## config.mk

```make
export PLATFORM = sky130hd
export DESIGN_NAME = mod_n_counter
export DESIGN_NICKNAME = d
export VERILOG_FILES = /design/src/rtl/mod_n_counter.sv
export SDC_FILE = /design/constraint.sdc
export NUM_CORES = 1
export LEC_CHECK = 0
export CAP_MARGIN = 20
export CORE_AREA = 2 2 39 41
export CTS_CLUSTER_DIAMETER = 150
export CTS_CLUSTER_SIZE = 20
export DETAILED_ROUTE_END_ITERATION = 8
export DIE_AREA = 0 0 41 43
export PLACE_DENSITY = 0.73
export SYNTH_ARGS = -nofsm -noshare
export SYNTH_HDL_FRONTEND = slang
export SYNTH_SLANG_ARGS = --single-unit
```

## constraint.sdc

```tcl
create_clock -name CLK -period 3.1 [get_ports CLK]
set_clock_uncertainty 0.1 [all_clocks]
set_input_delay 0.93 -clock CLK [delete_from_list [all_inputs] [get_ports CLK]]
set_output_delay 0.93 -clock CLK [all_outputs]
set_load 0.02 [all_outputs]
```

## src/rtl/mod_n_counter.sv

```systemverilog
// mod_n_counter: parametrised synchronous up/down modulo-N counter.
// Keeps 74LS161-style parallel load, ENP/ENT enables and cascadable RCO.
// Adds width/modulus parameters, direction, synchronous clear and a registered WRAP pulse.
module mod_n_counter #(
    parameter int unsigned     WIDTH   = 4,
    parameter longint unsigned MODULUS = 64'd1 << WIDTH
) (
    input  logic             CLK,
    input  logic             CLR_n,
    input  logic             SCLR_n,
    input  logic             LOAD_n,
    input  logic             UP,
    input  logic             ENP,
    input  logic             ENT,
    input  logic [WIDTH-1:0] D,
    output logic [WIDTH-1:0] Q,
    output logic             RCO,
    output logic             WRAP
);

    // Largest in-range count. Computed at 64 bits so MODULUS = 2**32 is representable.
    localparam longint unsigned MaxCount = MODULUS - 64'd1;
    localparam logic [WIDTH:0]   MaxExt  = MaxCount[WIDTH:0];
    localparam logic [WIDTH-1:0] MaxVal  = MaxCount[WIDTH-1:0];

    logic [WIDTH-1:0] q_q, q_d;
    logic             wrap_q, wrap_d;
    logic [WIDTH:0]   q_ext;
    logic [WIDTH-1:0] term_val;

    // Range comparisons use one extra bit so MODULUS = 2**WIDTH compares correctly.
    assign q_ext = {1'b0, q_q};

    // Next-state: clear, then load, then count, else hold; WRAP only on a counting wrap.
    always_comb begin
        q_d    = q_q;
        wrap_d = 1'b0;
        if (!SCLR_n) begin
            q_d = '0;
        end else if (!LOAD_n) begin
            q_d = D;
        end else if (ENP && ENT) begin
            if (UP) begin
                if (q_ext < MaxExt) begin
                    q_d = q_q + WIDTH'(1);
                end else begin
                    // Covers both the terminal count and out-of-range loaded values.
                    q_d    = '0;
                    wrap_d = 1'b1;
                end
            end else begin
                if (q_ext == '0) begin
                    q_d    = MaxVal;
                    wrap_d = 1'b1;
                end else if (q_ext > MaxExt) begin
                    // Out-of-range recovery: snap into range without flagging a wrap.
                    q_d = MaxVal;
                end else begin
                    q_d = q_q - WIDTH'(1);
                end
            end
        end
    end

    // State registers with asynchronous active-low clear.
    always_ff @(posedge CLK or negedge CLR_n) begin
        if (!CLR_n) begin
            q_q    <= '0;
            wrap_q <= 1'b0;
        end else begin
            q_q    <= q_d;
            wrap_q <= wrap_d;
        end
    end

    // Terminal-count detect; combinational so cascaded stages see it in the same cycle.
    always_comb begin
        term_val = UP ? MaxVal : '0;
        RCO      = ENT & (q_q == term_val);
    end

    assign Q    = q_q;
    assign WRAP = wrap_q;

endmodule

```

==> results of run 1 <==
==> logic make-up (layout without fill, tap and decap cells) <==
| kind of cell | Yosys count | count (layout) |
|---|---|---|
| multiplexers | 1 | 1 |
| flip-flops | 5 | 5 |
| XOR/XNOR | 2 | 2 |
| AO/OA/AOI/OAI | 18 | 18 |
| adder cells (fa/ha/maj) | 2 | 2 |
| AND/OR/NAND/NOR | 18 | 18 |
| buffers and inverters | 9 | 31 |
==> cell type report <==
class | count | area (sq um)
fill | 138 | 711.9
multi-input combinational | 41 | 277.8
timing repair buffer | 23 | 207.7
sequential | 5 | 125.1
clock buffer | 4 | 26.28
tap | 16 | 20.02
inverter | 4 | 15.01
==> final timing paths <==
check                           endpoint  cells past startpoint
min in group asynchronous           Q[3]                      1
worst min register to register      Q[2]                      3
worst max register to register      Q[0]                      7
worst min-delay path                Q[2]                      3
worst max-delay path                 RCO                      5
max in group asynchronous           WRAP                      1
==> state kept, by name, indices dropped and copies added (netlist names) <==
name and count:
Q 4, WRAP 1
==> metrics by stage <==
step           total power, mW  cell area [sq um]  setup WS (ps)  hold WS, ps  TNS, ps
2_1_floorplan           0.1216              450.4          562.9        534.4        0
3_3_place_gp            0.1580              650.6         -267.6        624.6   -267.6
3_5_place_dp            0.1605              650.6         -306.9        630.9   -306.9
4_1_cts                 0.2427              678.2          40.96        635.5        0
5_1_grt                 0.2523              671.9          46.06        692.0        0
6_report                0.2421              671.9          148.4        637.7        0
==> power breakdown <==
group	total, mW	internal [mW]	switching [mW]	leakage (nW)
Sequential	0.0712	0.0694	0.00181	0.0663
Clock	0.0823	0.0491	0.0332	0.0150
Combinational	0.0885	0.0442	0.0443	0.207
Total	0.242	0.163	0.0794	0.288
==> Yosys cell counts <==
cell type,number,share of area
sky130_fd_sc_hd__nand2_1,5,0.042
sky130_fd_sc_hd__o311a_1,1,0.022
sky130_fd_sc_hd__buf_2,2,0.022
sky130_fd_sc_hd__o211a_1,1,0.022
sky130_fd_sc_hd__xnor2_1,1,0.019
sky130_fd_sc_hd__a22oi_1,1,0.017
sky130_fd_sc_hd__dfrtp_1,5,0.28
sky130_fd_sc_hd__o21ai_0,3,0.033
sky130_fd_sc_hd__o31ai_2,1,0.028
sky130_fd_sc_hd__or3b_1,1,0.019
sky130_fd_sc_hd__and2_1,1,0.014
sky130_fd_sc_hd__a41oi_1,1,0.019
sky130_fd_sc_hd__ha_1,2,0.056
sky130_fd_sc_hd__clkbuf_1,1,0.0083
sky130_fd_sc_hd__nor2_1,1,0.0083
sky130_fd_sc_hd__inv_1,4,0.033
sky130_fd_sc_hd__o211ai_1,1,0.017
sky130_fd_sc_hd__nor4b_1,2,0.039
sky130_fd_sc_hd__o21a_1,1,0.017
sky130_fd_sc_hd__a21oi_1,5,0.056
sky130_fd_sc_hd__or4_1,1,0.017
sky130_fd_sc_hd__xor2_1,1,0.019
sky130_fd_sc_hd__buf_6,1,0.025
sky130_fd_sc_hd__a31oi_1,1,0.014
sky130_fd_sc_hd__mux2i_1,1,0.022
sky130_fd_sc_hd__nand3b_1,1,0.017
sky130_fd_sc_hd__o21bai_1,1,0.017
sky130_fd_sc_hd__o22ai_1,1,0.014
sky130_fd_sc_hd__buf_4,1,0.017
sky130_fd_sc_hd__nand3_1,2,0.022
sky130_fd_sc_hd__nand4_1,1,0.014
sky130_fd_sc_hd__nor3_1,3,0.033
==> metal layers <==
layer	vias up	GRT usage	part of all wire
met4	0	0.1200	0.020
li1	247	-	-
met5	-	0	0
met3	2	0.03665	0.039
met2	17	0.2938	0.55
met1	240	0.2320	0.39
==> critical path: stages <==
cell and delay [ps]:
sky130_fd_sc_hd__clkdlybuf4s50_1 470, sky130_fd_sc_hd__nand3_1 80, sky130_fd_sc_hd__o22ai_1 140, sky130_fd_sc_hd__and2_1 140
sky130_fd_sc_hd__buf_2 160
==> results.rst, run 1 <==
.. list-table::
   :header-rows: 1

   * - Metric
     - Value
   * - Number of max-slew violations in the final report
     - 0
   * - Portion of the post-synthesis area used by sequential elements
     - 0.2778
   * - Number of distinct library cells after synthesis
     - 32
   * - Reg2reg setup slack
     - 1310 ps
   * - Avg WL per Cell
     - 13.67 um
   * - Utilization after layout
     - 0.4855
   * - Quantity of I/O buffers inserted on ports
     - 16
   * - Largest net degree at the start of global routing
     - 11
   * - Most frequent cells in the layout
     - sky130_fd_sc_hd__clkdlybuf4s50_1 (15), sky130_fd_sc_hd__buf_4 (7), sky130_fd_sc_hd__dfrtp_1 (5), sky130_fd_sc_hd__nand2_1 (5), sky130_fd_sc_hd__a21oi_1 (5)
   * - Per-cell via count in the routed design
     - 5.441
   * - Total of flip-flops plus latches after synthesis
     - 5
   * - Global-route wire length before repair
     - 2214 um
   * - Worst-path fanout max
     - 2
   * - Top-level port count
     - 17
   * - Endpoint type of the worst setup path
     - output pin
   * - CTS root buffer
     - sky130_fd_sc_hd__clkbuf_4
   * - Compound-Gate Fraction of Synth Area
     - 0.2750
   * - Total global-route track usage
     - 0.1917
   * - Category of the most critical setup path
     - input port to output pin
   * - Hold_sp
     - Q[2]
   * - Total power per unit cell area
     - 360.3 mW/mm^2
   * - Synth warn
     - 0
   * - Source of the critical timing path
     - UP
   * - Final non-filler cell total
     - 93
   * - Cells after DPL
     - 89
   * - Y dimension of the die
     - 43 um
   * - Max-slew headroom
     - 0.7840
   * - Remaining antenna violation count
     - 0
   * - Final Critical Period
     - 2952 ps
   * - Post-Syn Instances
     - 55
   * - Worst Tran Pin Value
     - 322.9 ps
   * - Count of final setup violators
     - 0
   * - Share of the clock period used by the worst path after layout
     - 0.9521
   * - Xor and xnor area share after synthesis
     - 0.03889
   * - Average cell area after synthesis
     - 8.190 sq um
   * - Fmax
     - 338.8 MHz
   * - CP Launch Type
     - input port
   * - Adder-cell share of the synthesized area
     - 0.05556
   * - Syn Nets
     - 68
   * - Worst vdd ir
     - 0.1830 mV
   * - Fraction of final layout cells with drive strength greater than 1
     - 0.1558
   * - Max H-tree Level
     - 1
   * - Horizontal extent of the die
     - 41 um
   * - Clock latency on the worst-skew pair
     - 260 ps
   * - Sum of net half-perimeters after detailed placement
     - 963.4 um
   * - Data arrival at the endpoint of the critical path
     - 1920 ps
   * - Aggregate global routing overflow
     - 0
   * - Status
     - finished clean
   * - Hold Fails Final Rpt
     - 0
   * - Number of iterations in the first detailed-routing pass
     - 4
   * - Initial antenna violation count
     - 0
   * - Setup repair after global routing missed its margin
     - false
   * - Proportion of synthesized area in mux cells
     - 0.02222
   * - Core Area
     - 0.001384 sq mm
   * - Via count of the routed design
     - 506
   * - Vias in the first global route
     - 495
   * - Resize count post-CTS
     - 3
   * - Total number of placement rows
     - 14
   * - Basic-gate share of the synthesized area counting and, or, nand and nor cells
     - 0.2250
   * - Class of the most critical hold timing path
     - register to register
   * - Routed wire length
     - 1271 um
   * - Number of buffers created by CTS
     - 3
   * - Die Area
     - 0.001763 sq mm
   * - Startpoint of the lowest-slack register-to-register path
     - Q[0]
   * - Initial core utilization
     - 0.3255
   * - Mapped cell area
     - 450.4 sq um
   * - Max Buffers Root-to-Sink
     - 2
   * - CTS Hold Bufs
     - 0
   * - Antenna Cells
     - 0
   * - Total leakage power
     - 0.2882 nW
   * - DRC Markers
     - 0
   * - Clock Sink Count
     - 5
   * - Clock transition at the registers of the reported paths
     - 50 ps
   * - Violation count after the first detailed-route iteration
     - 11
   * - Data required, critical path
     - 2070 ps
   * - Final net count
     - 91
   * - # Post-CTS Setup Buffers
     - 0
   * - Combinational family with the most area after synthesis
     - compound AO/OA/AOI/OAI gates
   * - Most frequent standard cell in the layout excluding fill and tap cells
     - sky130_fd_sc_hd__clkdlybuf4s50_1
   * - Placer's final routability congestion estimate
     - 0.8165
   * - Clock tree from TritonCTS
     - done
   * - Max-capacitance violation count
     - 0
   * - Layout Area Growth over Synthesis
     - 49.17%
Power figures use the tool's default switching activity.
==> run 2: changes to the inputs <==
Settings changed: CTS_CLUSTER_DIAMETER 150 to 120.
==> results of run 2 <==
Same layout as run 1: the final DEF is identical, and so are final timing and power.
==> run 3: changes to the inputs <==
--- a/config.mk
+++ b/config.mk
@@ -7,3 +7,3 @@
 export LEC_CHECK = 0
-export CAP_MARGIN = 20
+export CAP_MARGIN = 10
 export CORE_AREA = 2 2 39 41
==> constraint.sdc (replaced) <==
create_clock -name CLK -period 3.1 [get_ports CLK]
set_clock_uncertainty 0.1 [all_clocks]
set_input_delay 0.465 -clock CLK [delete_from_list [all_inputs] [get_ports CLK]]
set_output_delay 0.465 -clock CLK [all_outputs]
set_load 0.02 [all_outputs]
==> results.rst, run 3 (synthesis gave the netlist of run 1 again) <==
.. list-table::
   :header-rows: 1

   * - Metric
     - Value
   * - Status
     - finished clean
   * - Number of iterations in the first detailed-routing pass
     - 4
   * - Placer's final routability congestion estimate
     - 0.8775
   * - DRC Markers
     - 0
   * - Count of final setup violators
     - 0
   * - Initial core utilization
     - 0.3255
   * - Worst-path fanout max
     - 11
   * - Layout Area Growth over Synthesis
     - 41.94%
   * - Max-slew headroom
     - 0.7742
   * - Total of fill cells in the finished design
     - 141
   * - Routed wire length
     - 1152 um
   * - Worst vdd ir
     - 0.1746 mV
   * - Avg WL per Cell
     - 13.09 um
   * - Total global-route track usage
     - 0.1598
   * - Quantity of I/O buffers inserted on ports
     - 16
   * - Most frequent cells in the layout
     - sky130_fd_sc_hd__clkdlybuf4s50_1 (16), sky130_fd_sc_hd__dfrtp_1 (5), sky130_fd_sc_hd__nand2_1 (5), sky130_fd_sc_hd__a21oi_1 (5), sky130_fd_sc_hd__inv_1 (4)
   * - Data required, critical path
     - 2530 ps
   * - Setup repair after global routing missed its margin
     - false
   * - Final non-filler cell total
     - 88
   * - Reg2reg setup slack
     - 1280 ps
   * - CP peak stage delay
     - 600 ps
   * - Register area
     - 125.1 sq um
   * - Most frequent standard cell in the layout excluding fill and tap cells
     - sky130_fd_sc_hd__clkdlybuf4s50_1
   * - Per-cell via count in the routed design
     - 5.659
   * - Fmax
     - 370.6 MHz
   * - Max FFs per register
     - 4
   * - Clock Sink Count
     - 5
   * - Category of the most critical setup path
     - register to output pin
   * - Number of buffers created by CTS
     - 3
   * - Top-level port count
     - 17
   * - Final Critical Period
     - 2699 ps
   * - Combinational group share of total power
     - 0.320
   * - Endpoint type of the worst setup path
     - output pin
   * - Data arrival at the endpoint of the critical path
     - 2130 ps
   * - Violation count after the first detailed-route iteration
     - 17
   * - Worst Tran Pin Value
     - 338.8 ps
   * - Total number of placement rows
     - 14
   * - Max-capacitance violation count
     - 0
   * - CTS root buffer
     - sky130_fd_sc_hd__clkbuf_4
   * - CTS Hold Bufs
     - 0
   * - Core Area
     - 0.001384 sq mm
   * - Global-route wire length before repair
     - 1932 um
   * - Final sum of negative setup slack
     - 0 ps
   * - Clock tree from TritonCTS
     - done
   * - Horizontal extent of the die
     - 41 um
   * - Aggregate global routing overflow
     - 0
   * - Clock transition at the registers of the reported paths
     - 50 ps
   * - Antenna Cells
     - 0
   * - Resize count post-CTS
     - 0
   * - # Post-CTS Setup Buffers
     - 0
   * - Pint
     - 157.6 uW
   * - Startpoint of the lowest-slack register-to-register path
     - Q[0]
   * - CP Launch Type
     - register
   * - Number of max-slew violations in the final report
     - 0
   * - Setup Slack @ Placement
     - 637.5 ps
   * - Largest net degree at the start of global routing
     - 12
   * - Switching power as a share of total power
     - 0.3186
   * - Footprint of the multi-input gates
     - 277.8 sq um
   * - Class of the most critical hold timing path
     - input port to asynchronous set/reset pin
   * - Via count of the routed design
     - 498
   * - Fraction of final layout cells with drive strength greater than 1
     - 0.08333
   * - Cells after DPL
     - 84
   * - Cell at the slowest stage of the critical path
     - sky130_fd_sc_hd__clkdlybuf4s50_1
   * - Final net count
     - 86
   * - Total power per unit cell area
     - 361.7 mW/mm^2
   * - Initial antenna violation count
     - 0
   * - Final setup slack of the worst path
     - 401.5 ps
   * - Die Area
     - 0.001763 sq mm
   * - Max H-tree Level
     - 1
   * - Y dimension of the die
     - 43 um
   * - Clock network fraction of design power
     - 0.342
   * - Vias in the first global route
     - 433
   * - Share of the clock period used by the worst path after layout
     - 0.8705
   * - Remaining antenna violation count
     - 0
   * - Max Buffers Root-to-Sink
     - 2
   * - Hold Fails Final Rpt
     - 0
   * - Clock latency on the worst-skew pair
     - 250 ps
   * - Worst reg2reg path endpoint
     - Q[0]
   * - Total leakage power
     - 0.2613 nW
   * - Cell count of the worst reg-to-reg path
     - 7
   * - Fraction of power consumed by sequential logic
     - 0.337
   * - Net switching power
     - 73.69 uW
   * - CP Cell Sequence
     - or4_1, o22ai_1, and2_1, clkdlybuf4s50_1
run 3: worst max-delay path by stage:
stage	startpoint	end	slack, ps	depth (start not counted)
after global placement	UP	RCO	650	5
after global routing	Q[3]	RCO	240	4
final	Q[3]	RCO	400	4
after floorplan	Q[0]	RCO	1040	4
after CTS	Q[3]	RCO	390	4
after detailed placement	UP	RCO	640	5
run 3: layout make-up:
type / instances / share of cell area
multi-input cells: 41 / 0.4344
clock buffers: 4 / 0.04110
flip-flops and latches: 5 / 0.1957
well taps: 16 / 0.03131
repair buffers: 18 / 0.2740
inverters: 4 / 0.02348
run 3: critical path, delay by kind of cell (launching register included):
family | cells | cell delay, ps
and+or+nand+nor | 2 | 680
buffers and inverters | 1 | 600
DFF | 1 | 490
AOI/OAI and AO/OA | 1 | 120
run 3: stage by stage:
step | instance area [sq um] | utilization | hold slack, ps | power (mW)
finish | 639.4 | 0.4620 | 343.6 | 0.2313
detailed placement | 613.1 | 0.4430 | 607.2 | 0.1522
global route | 639.4 | 0.4620 | 355.1 | 0.2461
floorplan | 450.4 | - | 69.41 | 0.1216
CTS | 639.4 | 0.4620 | 340.7 | 0.2326
global placement | 613.1 | 0.4430 | 597.4 | 0.1512
run 3: layer usage:
metal	share of wire	global-route usage
met5	0	0
met4	0	0.06667
met3	0.069	0.04712
met2	0.52	0.2281
met1	0.41	0.2171
run 3: power groups by stage:
| stage | Clock [mW] | Combinational [mW] | Sequential, mW |
|---|---|---|---|
| 3_5_place_dp | 0 | 0.0732 | 0.0791 |
| 4_1_cts | 0.0806 | 0.0740 | 0.0780 |
| 6_report | 0.0791 | 0.0741 | 0.0781 |
| 2_1_floorplan | 0 | 0.0425 | 0.0791 |
| 3_3_place_gp | 0 | 0.0724 | 0.0787 |
| 5_1_grt | 0.0850 | 0.0818 | 0.0793 |
